File: config.mk
export PLATFORM = sky130hd
export DESIGN_NAME = alu_shift_seq
export DESIGN_NICKNAME = d
export VERILOG_FILES = /design/src/rtl/alu_shift_seq.sv
export SDC_FILE = /design/constraint.sdc
export NUM_CORES = 1
export LEC_CHECK = 0
export ABC_AREA = 1
export CAP_MARGIN = 20
export CORE_MARGIN = 3
export CORE_UTILIZATION = 35
export DETAILED_ROUTE_END_ITERATION = 12
export GPL_TIMING_DRIVEN = 0
export PLACE_DENSITY = 0.72
export SKIP_LAST_GASP = 1
export SYNTH_ARGS = -nofsm -noshare
export SYNTH_HDL_FRONTEND = slang
export SYNTH_SLANG_ARGS = --single-unit
File: constraint.sdc
create_clock -name clk -period 3.3 [get_ports clk]
set_input_delay 0.33 -clock clk [delete_from_list [all_inputs] [get_ports clk]]
set_output_delay 0.33 -clock clk [all_outputs]
set_load 0.03 [all_outputs]
File: src/rtl/alu_shift_seq.sv
// Multi-bit shift sequencer: breaks an N-bit shift into N single-bit ops on the
// registered shift unit and returns the result over a valid/ready handshake.
module alu_shift_seq #(
    parameter int WIDTH   = 16,
    parameter int SHAMT_W = 5
) (
    input  logic               clk,
    input  logic               rst_n,
    input  logic               in_valid,
    output logic               in_ready,
    input  logic               in_dir,
    input  logic [SHAMT_W-1:0] in_shamt,
    input  logic [WIDTH-1:0]   in_a,
    output logic               out_valid,
    input  logic               out_ready,
    output logic [WIDTH-1:0]   out_data,
    output logic               busy,
    output logic [3:0]         sh_opcode,
    output logic [WIDTH-1:0]   sh_a,
    input  logic [WIDTH-1:0]   sh_out
);

    localparam int CNT_W = $clog2(WIDTH + 1);
    localparam int CMP_W = (SHAMT_W > CNT_W) ? SHAMT_W : CNT_W;

    localparam logic [3:0] OP_NOP = 4'b0000;
    localparam logic [3:0] OP_SLL = 4'b0110;
    localparam logic [3:0] OP_SRA = 4'b0111;

    typedef enum logic [1:0] {
        IDLE    = 2'd0,
        ISSUE   = 2'd1,
        CAPTURE = 2'd2,
        DONE    = 2'd3
    } state_t;

    // Shifting past WIDTH is idempotent, so the amount saturates at WIDTH.
    function automatic logic [CNT_W-1:0] clamp_amt(input logic [SHAMT_W-1:0] shamt);
        logic [CMP_W-1:0] wide;
        wide = CMP_W'(shamt);
        if (wide > CMP_W'(WIDTH)) begin
            clamp_amt = CNT_W'(WIDTH);
        end else begin
            clamp_amt = CNT_W'(wide);
        end
    endfunction

    function automatic logic [3:0] shift_op(input logic dir);
        shift_op = dir ? OP_SRA : OP_SLL;
    endfunction

    state_t             state_r;
    logic               dir_r;
    logic [CNT_W-1:0]   cnt_r;
    logic [WIDTH-1:0]   work_r;
    logic [WIDTH-1:0]   out_data_r;
    logic [WIDTH-1:0]   sh_a_r;
    logic [3:0]         sh_opcode_r;
    logic               in_ready_r;
    logic               out_valid_r;
    logic               busy_r;
    logic [CNT_W-1:0]   amt_s;

    assign amt_s = clamp_amt(in_shamt);

    // Sequencer FSM; every output is a register updated alongside the state.
    always_ff @(posedge clk or negedge rst_n) begin
        if (!rst_n) begin
            state_r     <= IDLE;
            dir_r       <= 1'b0;
            cnt_r       <= '0;
            work_r      <= '0;
            out_data_r  <= '0;
            sh_a_r      <= '0;
            sh_opcode_r <= OP_NOP;
            in_ready_r  <= 1'b1;
            out_valid_r <= 1'b0;
            busy_r      <= 1'b0;
        end else begin
            case (state_r)
                IDLE: begin
                    if (in_valid && in_ready_r) begin
                        dir_r      <= in_dir;
                        cnt_r      <= amt_s;
                        work_r     <= in_a;
                        in_ready_r <= 1'b0;
                        busy_r     <= 1'b1;
                        if (amt_s == '0) begin
                            out_data_r  <= in_a;
                            out_valid_r <= 1'b1;
                            state_r     <= DONE;
                        end else begin
                            sh_a_r      <= in_a;
                            sh_opcode_r <= shift_op(in_dir);
                            state_r     <= ISSUE;
                        end
                    end
                end
                ISSUE: begin
                    sh_opcode_r <= OP_NOP;
                    state_r     <= CAPTURE;
                end
                CAPTURE: begin
                    // sh_out now holds the result of the op issued last cycle.
                    work_r <= sh_out;
                    cnt_r  <= cnt_r - CNT_W'(1);
                    if (cnt_r == CNT_W'(1)) begin
                        out_data_r  <= sh_out;
                        out_valid_r <= 1'b1;
                        state_r     <= DONE;
                    end else begin
                        sh_a_r      <= sh_out;
                        sh_opcode_r <= shift_op(dir_r);
                        state_r     <= ISSUE;
                    end
                end
                DONE: begin
                    if (out_ready) begin
                        out_valid_r <= 1'b0;
                        busy_r      <= 1'b0;
                        in_ready_r  <= 1'b1;
                        state_r     <= IDLE;
                    end
                end
                default: begin
                    state_r     <= IDLE;
                    sh_opcode_r <= OP_NOP;
                    in_ready_r  <= 1'b1;
                    out_valid_r <= 1'b0;
                    busy_r      <= 1'b0;
                end
            endcase
        end
    end

    assign in_ready  = in_ready_r;
    assign out_valid = out_valid_r;
    assign out_data  = out_data_r;
    assign busy      = busy_r;
    assign sh_opcode = sh_opcode_r;
    assign sh_a      = sh_a_r;

endmodule

* Yosys cells after proc, flatten, opt, wreduce, memory -nomap -nowiden
Index checks and enable logic that the tools add are counted.
Cells by class: mux-type cells 32, $lt $le $gt $ge 1, add/subtract/negate cells 1, reduce and logical (&&, ||, !) cells 15, equality and inequality tests 10
Operators by type and width (count):
- 16-bit 2-to-1 mux | 6
- 16-bit one-hot mux with 2 select lines | 2
- 4-bit 2-to-1 mux | 3
- 2-bit inequality test, second input constant | 6
- 4-bit one-hot mux with 3 select lines | 1
- 4-bit AND reduction | 3
- 5-bit 2-to-1 mux | 2
- 5-bit one-hot mux with 2 select lines | 1
- 1-bit 2-to-1 mux | 9
- 2-bit 2-to-1 mux | 4
- 2-bit one-hot mux with 4 select lines | 1
- 2-bit AND reduction | 3
- 3-bit nonzero test | 2
- 5-bit by 1-bit equality test with 1-bit output, second input constant | 1
- 5-bit greater-than comparator, second input constant | 1
- 5-bit logical NOT | 1
- 5-bit AND reduction | 1
- 5-bit by 1-bit subtractor with 5-bit output, second input constant | 1
- 2-bit equality test, second input constant | 2
- 1-bit one-hot mux with 2 select lines | 2
- 2-bit nonzero test | 2
- 1-bit one-hot mux with 3 select lines | 1
- 3-bit AND reduction | 1
- 2-bit by 1-bit equality test with 1-bit output, second input constant | 1
- other kinds (2) | 2
Word-level totals: output and inout bits 39, input port bits 42, flip-flop bits (word level) 47, word-level logic and storage cells 68

* Logic depth before layout (Yosys ltp)
word-level depth 6, mapped depth 9, gate-level depth less buffers 8

* Worst setup path before layout
No wires, ideal clock.
kind reg-to-reg, start point register state_r[0], end point register sh_a_r[10] (netlist: sh_a[10]), cell stages (with the launch flop) 10, data arrival time 1.499 ns, library setup time 0.118 ns, clock period less this slack 1.617 ns, buffers on the path 2, setup slack 1.683 ns, cell sequence dfrtp_1 -> inv_1 -> ha_1 -> buf_4 -> nand3_1 -> o21ai_4 -> nand3_4 -> buf_6 -> nand2_1 -> nand2_1
Between the ends: longest elaborated chain between the ends 3, elaborated cells on any way between the ends 8, classes of those cells eq/ne (4); mux (1); reduce/logical (3)
RTL lines:
- start: declaration | line 52 | state_t state_r;
- start signal: assignment | line 69 | state_r <= IDLE;
- start signal: assignment | line 91 | state_r <= DONE;
- start signal: assignment | line 95 | state_r <= ISSUE;
- 2-bit equality test or 2-bit logical NOT (tied branches) | line 80 | case (state_r)
- 2-bit inequality test (no source line) or 2-bit nonzero test (tied branches)
- 4-bit AND reduction (no source line)
- end signal: assignment | line 93 | sh_a_r <= in_a;
- end signal: assignment | line 112 | sh_a_r <= sh_out;
- end: declaration | line 57 | logic [WIDTH-1:0] sh_a_r;
Parallel ways exist; a longest one is shown, timed or not. A chain may end at the register's enable or synchronous reset.

* Final worst setup path
start point register state_r[0], end point register out_data_r[1] (netlist: out_data[1])
Between the ends: longest elaborated chain between the ends 3, elaborated cells on any way between the ends 8, classes of those cells eq/ne (4); mux (1); reduce/logical (3)
RTL lines:
- 2-bit equality test or 2-bit logical NOT (tied branches) | line 80
- 2-bit inequality test (no source line) or 2-bit nonzero test (tied branches)
- 4-bit AND reduction (no source line)
- end signal: assignment | line 89 | out_data_r <= in_a;
- end signal: assignment | line 108 | out_data_r <= sh_out;
- end: declaration | line 56 | logic [WIDTH-1:0] out_data_r;
Parallel ways exist; a longest one is shown, timed or not.

==> run metrics <==
Multi-input gate area=between 1000 and 1500 sq um; CP endpoint kind=flop; CORE AREA=around 6600 sq um; die width=about 90 um; Yosys reg bits=between 40 and 50; worst r2r path cells=9; most common cell after layout, fill and taps aside=nand2_1; Slew @ Worst Pin=~550 ps; Initial Util=0.373; Synth-to-Final Area Change=42.0%; syn_area_per_cell=roughly 7.9 sq um; Post-CTS Setup Repair Bufs=0; Filler Cells Inserted=around 630; Chip Height=approximately 90 um; CP required=around 3500 ps; endpoints failing hold=0; global-route wire length before repair=10700 um; Remaining DRCs=0; Critical Path AT=2060 ps; CTS resizes=0; Post-DRT Antenna Nets=0; GRT Overall Usage=0.172; Peak VDD IR=about 0.35 mV; post-layout util=0.529; Max Root-Sink Buffers=2; Mapped Area=about 2400 sq um; clock transition at the registers of the reported paths=90 ps; register area=1130 sq um; number of diodes=0; synthesized net count=~360; post-route setup slack=~1400 ps; clock buffer count from CTS=5; H-tree level count=2; worst-case clock skew=~11 ps; total gr overflow=0; Via Count=2389; P_leak=~0.0017 uW; num rows=29; Layout Nets=450; hpwl dp=between 5000 and 6000 um; RSZ-0062 raised after global routing=no; Worst Hold Class=in2async; fin crit share=0.567; outcome=finished, final reports clean; RR Startpoint=state_r[0]$_DFFE_PN0P_; Power Density=a little over 1000 nW/um^2; RR Endpoint=out_data[1]$_DFFE_PN0P_; Final Routed Wirelength=between 6000 and 7000 um; GPL Wtd Cong=around 0.88; hold buffers post-CTS=1; Final Slew Violations=0; final setup vio count=0; share of layout cells above drive strength 1=0.0850; CTS root buf=clkbuf_8; Max-slew headroom=0.633; vias in the first global route=around 2.3k; Max Freq=between 0.5 and 0.6 GHz; CTS Sinks=45; worst-skew pair later-pin latency=300 ps; IO Pins=just over 80; FF-to-FF setup slack=between 1000 and 1500 ps; TritonCTS clock tree=built; critical path type=reg2reg; largest net degree at the start of global routing=32; most frequent cells in the layout=136 x nand2_1, 78 x clkdlybuf4s50_1, 44 x dfrtp_1, 38 x nand4_1; yosys warns=0; port bufs=slightly below 80; Vias/cell=~4.8; Startpoint Class=flop; Seq/Total Area, Yosys=0.460; max_cap viols=0; 1st-iter DRT viols=roughly 140; critical path peak fanout=10; Syn Inst Count=just over 300; Setup TNS=0 ps; Unique masters post-synth=22; pre-CTS setup slack=1440 ps; wire length per cell=~13 um; drt pass-1 iters=6; antenna violations before repair=0; Die Area=~8000 sq um; Pwr Total=about 3500 uW; min Tclk post-route=between 1500 and 2000 ps
==> cell usage after synthesis, drive strengths merged <==
library cell	n	share of area
clkbuf	3	0.0046
o21ai	12	0.029
nand3	17	0.045
a31oi	1	0.0026
ha	9	0.046
dfrtp	44	0.45
xor2	1	0.0036
buf	17	0.050
dfstp	1	0.011
o21a	1	0.0031
nand4	38	0.097
inv	16	0.025
nor2	10	0.015
a21oi	2	0.0041
conb	1	0.0015
nand2	138	0.21
==> power breakdown <==
| group | leakage (uW) | total [uW] | internal, uW | switching (uW) |
|---|---|---|---|---|
| Sequential | 0.000560 | 978 | 820 | 159 |
| Clock | 0.0000512 | 358 | 170 | 188 |
| Combinational | 0.00109 | 2190 | 844 | 1350 |
| Total | 0.00170 | 3530 | 1830 | 1690 |
==> through the flow <==
stage / cells / hold WS, ps / instance area (sq um)
floorplan: 311 / 34.4 / 2450
global route: 493 / 487 / 3480
detailed placement: 484 / 258 / 3370
CTS: 493 / 478 / 3480
finish: 493 / 464 / 3480
global placement: 483 / 455 / 3360
==> metal layers <==
| layer | global-route usage | routed length, um | share of wire |
|---|---|---|---|
| met1 | 0.228 | 2970 | 0.45 |
| met2 | 0.280 | 3150 | 0.48 |
| met5 | 0 | 0 | 0 |
| met4 | 0.0677 | 167 | 0.025 |
| met3 | 0.0283 | 328 | 0.050 |
==> logic make-up (layout without fill, tap and decap cells) <==
kind of cell    after synthesis  in the layout  share of synthesized area
simple gates                203            203                      0.371
fa+ha+maj                     9              9                     0.0460
other cells                   1              1                    0.00153
buf+inv                      36            125                     0.0787
flops                        45             45                      0.460
compound gates               16             16                     0.0388
xor+xnor                      1              1                    0.00358
==> how the worst max path moves through the flow <==
stage          cells past startpoint  slack, ps                    from                      end
2_1_floorplan                      9       1680  state_r[0]$_DFFE_PN0P_     sh_a[10]$_DFFE_PN0P_
3_3_place_gp                       1        660                   rst_n         busy$_DFFE_PN0P_
3_5_place_dp                       7       1440             in_shamt[4]     sh_a[11]$_DFFE_PN0P_
4_1_cts                            9       1430  state_r[0]$_DFFE_PN0P_     sh_a[10]$_DFFE_PN0P_
5_1_grt                            9       1260  state_r[1]$_DFFE_PN0P_      sh_a[8]$_DFFE_PN0P_
6_report                           9       1430  state_r[0]$_DFFE_PN0P_  out_data[1]$_DFFE_PN0P_
==> cell type report <==
cell class	count	area share
clock inverters	2	0.00396
repair buffers	81	0.235
clock buffers	6	0.0237
multi-input cells	230	0.325
inverters	16	0.0173
well taps	93	0.0335
plain buffers	20	0.0381
flip-flops and latches	45	0.324
==> state kept, by name (all words and copies together) (netlist names) <==
| signal | count |
|---|---|
| out_data | 16 |
| sh_a | 16 |
| cnt_r | 5 |
| sh_opcode | 2 |
| state_r | 2 |
| busy | 1 |
| dir_r | 1 |
| in_ready | 1 |
| out_valid | 1 |
==> worst max-delay path, cell delays in order (launching register included) <==
cell	delay [ps]
dfrtp_1	450
inv_1	140
ha_1	160
buf_4	160
nand3_1	200
o21ai_4	210
nand3_4	170
buf_6	180
nand2_1	50
nand2_1	50
Power figures use the tool's default switching activity.
